`src/rtl/prng_word_packer_if.sv`:
```
// Interface for prng_word_packer.
// Groups the sample inputs (en, lfsr_up, lfsr_down), the consumer handshake
// (out_ready, out_valid, out_data) and the status outputs (fill, drop_cnt,
// stuck).
//   master : the driving side (LFSR source / consumer / testbench)
//   slave  : the packer itself
interface prng_word_packer_if #(
    parameter int WORD_BYTES = 4,
    parameter int DEPTH      = 4
);
    logic                        en;
    logic [15:0]                 lfsr_up;
    logic [7:0]                  lfsr_down;
    logic                        out_ready;
    logic                        out_valid;
    logic [8*WORD_BYTES-1:0]     out_data;
    logic [$clog2(DEPTH):0]      fill;
    logic [7:0]                  drop_cnt;
    logic                        stuck;

    modport master (
        output en, lfsr_up, lfsr_down, out_ready,
        input  out_valid, out_data, fill, drop_cnt, stuck
    );

    modport slave (
        input  en, lfsr_up, lfsr_down, out_ready,
        output out_valid, out_data, fill, drop_cnt, stuck
    );
endinterface

```
`src/rtl/prng_word_packer.sv`:
```
// prng_word_packer
// Combines the 16-bit / 8-bit LFSR outputs into one byte per enabled cycle,
// runs a repetition-count health test on that byte, packs bytes LSB-first
// into WORD_BYTES-wide words and buffers the words in a DEPTH-entry FIFO.
// Ports:
//   clk  : clock, all state on posedge
//   rst  : asynchronous active-high reset
//   bus  : prng_word_packer_if.slave
//          en/lfsr_up/lfsr_down  sample inputs
//          out_valid/out_ready/out_data  word delivery handshake
//          fill      words held in the FIFO
//          drop_cnt  saturating count of words lost to a full FIFO
//          stuck     sticky health-test failure
module prng_word_packer #(
    parameter int WORD_BYTES = 4,
    parameter int DEPTH      = 4,
    parameter int REP_LIMIT  = 8
) (
    input  logic                 clk,
    input  logic                 rst,
    prng_word_packer_if.slave    bus
);
    localparam int AW = $clog2(DEPTH);
    localparam int IW = (WORD_BYTES > 1) ? $clog2(WORD_BYTES) : 1;

    typedef logic [WORD_BYTES-1:0][7:0] word_t;

    logic [7:0]    b;
    logic [7:0]    prev_b;
    logic [7:0]    rep_cnt;
    logic [7:0]    rep_next;
    logic [IW-1:0] idx;
    word_t         pack_reg;
    word_t         word_next;
    word_t         mem [DEPTH];
    logic [AW-1:0] wr_ptr;
    logic [AW-1:0] rd_ptr;
    logic [AW:0]   fill_q;
    logic [7:0]    drop_q;
    logic          stuck_q;
    logic          sample;
    logic          trip;
    logic          push;
    logic          pop;
    logic          accept;

    assign b      = bus.lfsr_up[7:0] ^ bus.lfsr_down;
    assign sample = bus.en && !stuck_q;

    // rep_cnt == 0 only before the first sample after reset, so it doubles
    // as the "no previous byte yet" marker.
    assign rep_next = (rep_cnt != 8'd0 && b == prev_b) ? rep_cnt + 8'd1 : 8'd1;
    assign trip     = sample && (rep_next == 8'(REP_LIMIT));
    assign push     = sample && !trip && (idx == IW'(WORD_BYTES - 1));
    assign pop      = bus.out_valid && bus.out_ready;
    // A full FIFO still takes the word when the head leaves on the same edge.
    assign accept   = push && ((fill_q != (AW+1)'(DEPTH)) || pop);

    // Current pack register with the incoming byte merged in; this is both
    // the next pack state and the word pushed when it completes.
    always_comb begin
        word_next      = pack_reg;
        word_next[idx] = b;
    end

    // Health test and packer
    always_ff @(posedge clk or posedge rst) begin
        if (rst) begin
            prev_b   <= '0;
            rep_cnt  <= '0;
            idx      <= '0;
            pack_reg <= '0;
            stuck_q  <= 1'b0;
        end else if (sample) begin
            prev_b  <= b;
            rep_cnt <= rep_next;
            if (trip) begin
                stuck_q <= 1'b1;
                idx     <= '0;      // partial word discarded
            end else begin
                pack_reg <= word_next;
                idx      <= push ? '0 : idx + 1'b1;
            end
        end
    end

    // Word FIFO
    always_ff @(posedge clk or posedge rst) begin
        if (rst) begin
            for (int i = 0; i < DEPTH; i++) mem[i] <= '0;
            wr_ptr <= '0;
            rd_ptr <= '0;
            fill_q <= '0;
            drop_q <= '0;
        end else begin
            if (accept) begin
                mem[wr_ptr] <= word_next;
                wr_ptr      <= wr_ptr + 1'b1;
            end
            if (pop) rd_ptr <= rd_ptr + 1'b1;
            case ({accept, pop})
                2'b10:   fill_q <= fill_q + 1'b1;
                2'b01:   fill_q <= fill_q - 1'b1;
                default: fill_q <= fill_q;
            endcase
            if (push && !accept && drop_q != 8'hFF) drop_q <= drop_q + 8'd1;
        end
    end

    assign bus.out_valid = (fill_q != '0);
    assign bus.out_data  = mem[rd_ptr];
    assign bus.fill      = fill_q;
    assign bus.drop_cnt  = drop_q;
    assign bus.stuck     = stuck_q;
endmodule

```
`src/flat_wrapper.sv`:
```
// flat-port wrapper written by rule: the top's interface ports become plain ports
module prng_word_packer_flat 
#(
    parameter int WORD_BYTES = 4,
    parameter int DEPTH      = 4,
    parameter int REP_LIMIT  = 8
)
  (clk, rst, bus_en, bus_lfsr_up, bus_lfsr_down, bus_out_ready, bus_out_valid, bus_out_data, bus_fill, bus_drop_cnt, bus_stuck);
  prng_word_packer_if #(.WORD_BYTES(WORD_BYTES), .DEPTH(DEPTH)) bus_i ();
  input  logic clk;
  input  logic rst;
  input wire logic [$bits(bus_i.en)-1:0] bus_en;
  input wire logic [$bits(bus_i.lfsr_up)-1:0] bus_lfsr_up;
  input wire logic [$bits(bus_i.lfsr_down)-1:0] bus_lfsr_down;
  input wire logic [$bits(bus_i.out_ready)-1:0] bus_out_ready;
  output wire logic [$bits(bus_i.out_valid)-1:0] bus_out_valid;
  output wire logic [$bits(bus_i.out_data)-1:0] bus_out_data;
  output wire logic [$bits(bus_i.fill)-1:0] bus_fill;
  output wire logic [$bits(bus_i.drop_cnt)-1:0] bus_drop_cnt;
  output wire logic [$bits(bus_i.stuck)-1:0] bus_stuck;
  assign bus_i.en = bus_en;
  assign bus_i.lfsr_up = bus_lfsr_up;
  assign bus_i.lfsr_down = bus_lfsr_down;
  assign bus_i.out_ready = bus_out_ready;
  assign bus_out_valid = bus_i.out_valid;
  assign bus_out_data = bus_i.out_data;
  assign bus_fill = bus_i.fill;
  assign bus_drop_cnt = bus_i.drop_cnt;
  assign bus_stuck = bus_i.stuck;
  prng_word_packer #(.WORD_BYTES(WORD_BYTES), .DEPTH(DEPTH), .REP_LIMIT(REP_LIMIT)) u_core (.clk(clk), .rst(rst), .bus(bus_i));
endmodule
```
`config.mk`:
```
export PLATFORM = sky130hd
export DESIGN_NAME = prng_word_packer_flat
export DESIGN_NICKNAME = d
export VERILOG_FILES = /design/src/rtl/prng_word_packer_if.sv /design/src/rtl/prng_word_packer.sv /design/src/flat_wrapper.sv
export SDC_FILE = /design/constraint.sdc
export NUM_CORES = 1
export LEC_CHECK = 0
export BUFFER_PORTS_ARGS = -buffer_cell sky130_fd_sc_hd__clkbuf_2
export CAP_MARGIN = 20
export CORE_ASPECT_RATIO = 0.6
export CORE_MARGIN = 2
export CORE_UTILIZATION = 28
export DETAILED_ROUTE_END_ITERATION = 10
export PLACE_DENSITY = 0.51
export SYNTH_ARGS = -nofsm -noshare
export SYNTH_HDL_FRONTEND = slang
export SYNTH_SLANG_ARGS = --single-unit
```
`constraint.sdc`:
```
create_clock -name clk -period 6.2 [get_ports clk]
set_input_delay 0.31 -clock clk [delete_from_list [all_inputs] [get_ports clk]]
set_output_delay 0.31 -clock clk [all_outputs]
set_load 0.01 [all_outputs]
```
# ---- Yosys cells after proc, flatten, opt, wreduce, memory -nomap -nowiden
# Cells that the tools add are included.
dict set report word_totals {
  latchBits 0
  ram_bits 0
  in_bits 28
  ff_bits 194
  output_inout_bits 45
  memories 0
  rom_bits 0
  word_cells 84
}
dict set report classes {
  shift 0
  n_reduce_logical 20
  add_sub_neg 7
  div_mod_pow 0
  mux 13
  n_eq_ne 7
  n_mul 0
  bitwise 4
  n_lt_le_gt_ge 5
}
# operator n
set op_table {}
lappend op_table {{$bwmux 128} 1}
lappend op_table {{$mux 32} 3}
lappend op_table {{$bmux 32 s2} 1}
lappend op_table {{$demux 32 s2} 1}
lappend op_table {{$bwmux 32} 1}
lappend op_table {{$add 8x1->8 const B} 2}
lappend op_table {{$demux 8 s2} 1}
lappend op_table {{$mux 8} 2}
lappend op_table {{$logic_and 1x1->1} 11}
lappend op_table {{$eq 8x4->1 const B} 1}
lappend op_table {{$eq 8x8->1} 1}
lappend op_table {{$ne 8x8->1 const B} 1}
lappend op_table {{$reduce_bool 8->1} 1}
lappend op_table {{$xor 8x8->8} 1}
lappend op_table {{$add 2x1->2 const B} 3}
lappend op_table {{$ge 3x3->1 const B} 2}
lappend op_table {{$not 2->3} 2}
lappend op_table {{$pmux 3 s2} 1}
lappend op_table {{$eq 2x2->1 const B} 2}
lappend op_table {{$mux 2} 2}
lappend op_table {{$reduce_and 2->1} 2}
lappend op_table {{$add 3x1->3 const B} 1}
lappend op_table {{$logic_not 1->1} 3}
lappend op_table {{$lt 2x3->1 const B} 1}
lappend op_table {{other kinds (9)} 9}

# ---- Depth between registers and ports, before layout
dict set report depth {
  ltp_word 13
  depth_mapped 14
  mapped_depth_nobuf 13
}

# ---- Least setup slack after synthesis
# OpenSTA, ideal clock, no wires.
dict set report synth_path {
  path_kind {register -> register}
  from {register u_core.rep_cnt[6]}
  to {register u_core.fill_q[2] (netlist: u_core.bus.fill[2])}
  path_slack_ns 3.089
  required_time_ns 6.121
  arrival_ns 3.032
  path_stages_with_launch 14
  synth_period_minus_slack_ns 3.111
  path_cell_list {dfrtp_1 clkbuf_1 xor2_1 or4_4 a2111oi_4 nand4_4 buf_2 nand2_2 ha_1 inv_1 fa_1 xor2_1 nor2_1 xor2_1}
}
dict set report synth_between {
  elab_chain_cells 11
  word_cells_on_any_way 14
  classes_between {add/sub: 1; eq/ne: 3; mux: 2; reduce/logical: 8}
}
# element line
set synth_rtl {}
lappend synth_rtl {{start, declared} prng_word_packer.sv:30} ;# logic [7:0] rep_cnt;
lappend synth_rtl {{start signal, assigned} prng_word_packer.sv:76} ;# rep_cnt <= rep_next;
lappend synth_rtl {{branches (longest 2 deep; another with $add 8x1->8)} --}
lappend synth_rtl {{$mux 8 (*)} prng_word_packer.sv:52} ;# assign rep_next = (rep_cnt != 8'd0 && b == prev_b) ? rep_cnt + 8'd1 : 8'd1;
lappend synth_rtl {{$eq 8x4->1 (*)} prng_word_packer.sv:53} ;# assign trip = sample && (rep_next == 8'(REP_LIMIT));
lappend synth_rtl {{$logic_and 1x1->1 (*)} prng_word_packer.sv:53}
lappend synth_rtl {{$logic_not 1->1 (*)} prng_word_packer.sv:54} ;# assign push = sample && !trip && (idx == IW'(WORD_BYTES - 1));
lappend synth_rtl {{$logic_and 1x1->1 (*) (2 in a row)} prng_word_packer.sv:54}
lappend synth_rtl {{$logic_and 1x1->1 (*)} prng_word_packer.sv:57} ;# assign accept = push && ((fill_q != (AW+1)'(DEPTH)) || pop);
lappend synth_rtl {{$eq 2x1->1 or $eq 2x2->1 (tied branches)} prng_word_packer.sv:101} ;# case ({accept, pop})
lappend synth_rtl {{$pmux 3 s2 or $reduce_bool 2->1 (tied branches)} --}
lappend synth_rtl {{end signal, assigned} prng_word_packer.sv:102} ;# 2'b10: fill_q <= fill_q + 1'b1;
lappend synth_rtl {{end signal, assigned} prng_word_packer.sv:103} ;# 2'b01: fill_q <= fill_q - 1'b1;
lappend synth_rtl {{end signal, assigned} prng_word_packer.sv:104} ;# default: fill_q <= fill_q;
lappend synth_rtl {{end, declared} prng_word_packer.sv:38} ;# logic [AW:0] fill_q;
# Every way passes the cells marked *.
# A chain may end at the register's enable or synchronous reset.

# ---- Worst setup path in the final report
dict set report layout_path {
  from {register u_core.rep_cnt[3]}
  to {register u_core.fill_q[2] (netlist: u_core.bus.fill[2])}
}
# The elaborated chain is that of the path after synthesis.

==> summary.txt <==
Critical path
  • Largest stage delay, worst path: 570 ps
  • Worst Path Arrival: 3790 ps
  • FF-to-FF path depth: 11
  • R2R setup slack: between 2000 and 3000 ps
  • Critical Path Start Type: flip-flop
  • R2R Path End: u_core.bus.fill[2]
  • Most used cell, CP: xor2_1
  • CP endpoint kind: flip-flop
  • CP max stage cell: or4_4
  • Crit path cell chain: nand2_1 -> or4_4 -> a2111oi_4 -> nand4_4 -> nand2_2 -> ha_1 -> inv_1 -> fa_1 -> xor2_1 -> nor2_1 -> xor2_1
  • Critical setup path kind: reg2reg
  • Critical Path RT: 6570 ps
  • Crit Path Max Fanout: 16
  • Critical R2R Launch: u_core.rep_cnt[3]

Flow run
  • Max-cap check violation count: 0

STA
  • # setup viols final: 0
  • Worst clock skew: 13.8 ps
  • Final setup TNS: 0 ps
  • Relative slew slack: 0.369
  • Slew @ Worst Pin: 940 ps
  • F_max: 0.292 GHz
  • Post-route worst setup slack: 2780 ps
  • Final cycle utilization of the critical path: 0.552
  • Final hold viol count: 0
  • Slew Limit Fails: 0
  • Min Tclk post-route: roughly 3400 ps
  • Hold_ws: 35.4 ps
  • RSZ-0062 raised after global routing: false

Clock network
  • CTS tree: done
  • Root Buffer: clkbuf_16
  • # Post-CTS Setup Buffers: 0
  • CTS clk-pin slew, worst paths: 70 ps
  • Hold-fix buffers at CTS: 0
  • CTS buffer count: 17
  • Clock latency on the worst-skew pair: roughly 450 ps
  • Deepest clock path buffer count: 2
  • Post-CTS resize count: 0
  • Htree depth: 4
  • Clock sinks: around 190

Finish
  • # diodes: 0
  • Fill count: between 3000 and 4000
  • Area Overhead vs Synth: 11.9%
  • Fraction of layout cells with a size suffix above 1: 0.404
  • Final instance area: 10900 um2
  • Final core occ: 0.321
  • Max FFs per register: 128
  • Layout Nets: 750

Floorplanning
  • I/O pin count: between 70 and 80
  • Initial Util: 0.287
  • Core Rows: 52
  • CORE AREA: 34000 um2
  • Die W: 245 um
  • Die area: 36400 um2
  • Die Height: 149 um

Placement
  • Gpl congestion: 0.709
  • Port bufs: 64
  • Pre-CTS setup slack: 2530 ps
  • Final HPWL DP: between 10 and 15 mm
  • Placed inst area: slightly above 10000 um2

Power
  • Power per Cell Area: 501 nW/um2
  • Maximum vdd drop: roughly 230 uV
  • Internal Pwr Total: between 0.003 and 0.004 W
  • Switch share: 0.334
  • Sequential power share: 0.390
  • Comb power frac: 0.409
  • Static leakage: 5.13 nW
  • Clock power frac: 0.201
  • Sw power: between 0.0015 and 0.002 W

Outcome
  • Status: complete, no violations

Yosys
  • Count leader, synth: dfrtp_1
  • Fraction of synthesized cell area taken by the top area cell type: 0.498
  • Syn Std Cell Area: 9750 um2
  • Avg Synthesized Cell Area: about 15 um2
  • Syn Inst Count: 657
  • Top post-synthesis cells by area: dfrtp_1 50%, mux2_4 18%, mux4_2 7.4%
  • Synth unique cells: 50
  • Ys Warns: 0
  • Synth Net Count: ~700
  • FF+latch count, synth: 194
  • Main synth FF type: dfrtp_1
  • Largest area contributor in the netlist: dfrtp_1
  • Sequential share of the synthesized area: 0.498
  • Post-synth EDFFs: 0
  • Most frequent cells after synthesis: 194 x dfrtp_1, 120 x mux2_4, 41 x nor2_1
  • Ys async rst share: 1.00

Routing
  • DR iter-0 viols: approximately 330
  • DRC viols: 0
  • Final WL: 20.9 mm
  • Wire per inst: roughly 18 um
  • Via count: 5191
  • Avg Vias per Cell: between 4 and 5
  • Post-route ant nets: 0
  • Pre-antenna DRT Iters: 4

GRT
  • Vias in the first global route: 5225
  • GRT Total Usage: 0.121
  • Gr ovfl total: 0
  • Initial antenna violation count: 0
  • Global-route wire length before repair: 32.7 mm
  • Largest net degree at the start of global routing: 124

Worst hold path
  • Min-delay worst type: in2async
==> per-stage QoR <==
stage / power (W) / instances
after CTS: 0.00554 / 1181
after global routing: 0.00582 / 1181
final: 0.00546 / 1181
after floorplan: 0.00376 / 657
after global placement: 0.00439 / 1149
after detailed placement: 0.00442 / 1149
==> critical path: cells and delay by family, from the launching register on <==
family,cells,cell delay [ps]
simple gates,5,1530
fa+ha+maj,2,590
flops,1,490
compound gates,1,360
xor+xnor,2,310
buf+inv,1,60
==> cells in the final DEF (no fill, tap or decap), types with 3 or more instances in the layout <==
cell type,count
a21o_1,3
a21oi_1,36
and3_1,6
buf_4,8
clkbuf_1,4
clkbuf_16,17
clkbuf_2,64
clkinv_2,5
dfrtp_1,193
ha_1,12
inv_1,11
mux2_1,18
mux2_2,25
mux2_4,120
mux2i_1,3
mux4_2,32
nand2_1,26
nand2b_1,3
nand3_1,7
nand3_4,4
nor2_1,41
o21ai_0,16
or3_1,4
xnor2_1,18
xnor3_1,4
xor2_1,6
==> layout make-up <==
class                      instances  area [um2]  area share
tap                              459         574      0.0526
sequential                       194        4860       0.445
inverter                          12        52.6     0.00482
multi-input combinational        412        4480       0.411
timing repair buffer              72         380      0.0349
clock inverter                    10         110      0.0101
clock buffer                      22         454      0.0416
==> cells by family after synthesis <==
kind of cell | synth area share
buffers and inverters | 0.0423
flip-flops | 0.498
AND/OR/NAND/NOR | 0.0612
XOR/XNOR | 0.0341
multiplexers | 0.311
adder cells (fa/ha/maj) | 0.0175
AO/OA/AOI/OAI | 0.0354
==> power by group through the flow <==
stage	Sequential, W	Combinational (W)	Clock [W]
after floorplan	0.00202	0.00174	0
after global placement	0.00214	0.00224	0
after detailed placement	0.00214	0.00228	0
after CTS	0.00213	0.00228	0.00113
after global routing	0.00220	0.00244	0.00118
final	0.00213	0.00223	0.00110
==> how the worst max path moves through the flow <==
stage / from / end / slack, ps
final: u_core.rep_cnt[3] / u_core.bus.fill[2] / 2780
after global routing: u_core.rep_cnt[0] / u_core.bus.fill[2] / 2350
after CTS: u_core.rep_cnt[0] / u_core.bus.fill[2] / 2730
after detailed placement: bus_lfsr_down[4] / u_core.bus.fill[2] / 2530
after global placement: bus_lfsr_down[4] / u_core.bus.fill[2] / 2590
after floorplan: rst / u_core.bus.drop_cnt[0] / 610
==> metal layers <==
| metal | GRT usage | routed length, um | vias to the layer above |
|---|---|---|---|
| met2 | 0.164 | 8550 | 54 |
| met1 | 0.186 | 11500 | 2676 |
| met5 | 0 | 0 | - |
| li1 | - | - | 2446 |
| met3 | 0.0305 | 654 | 15 |
| met4 | 0.0320 | 209 | 0 |
No activity file was read; power rests on OpenSTA's default activity.
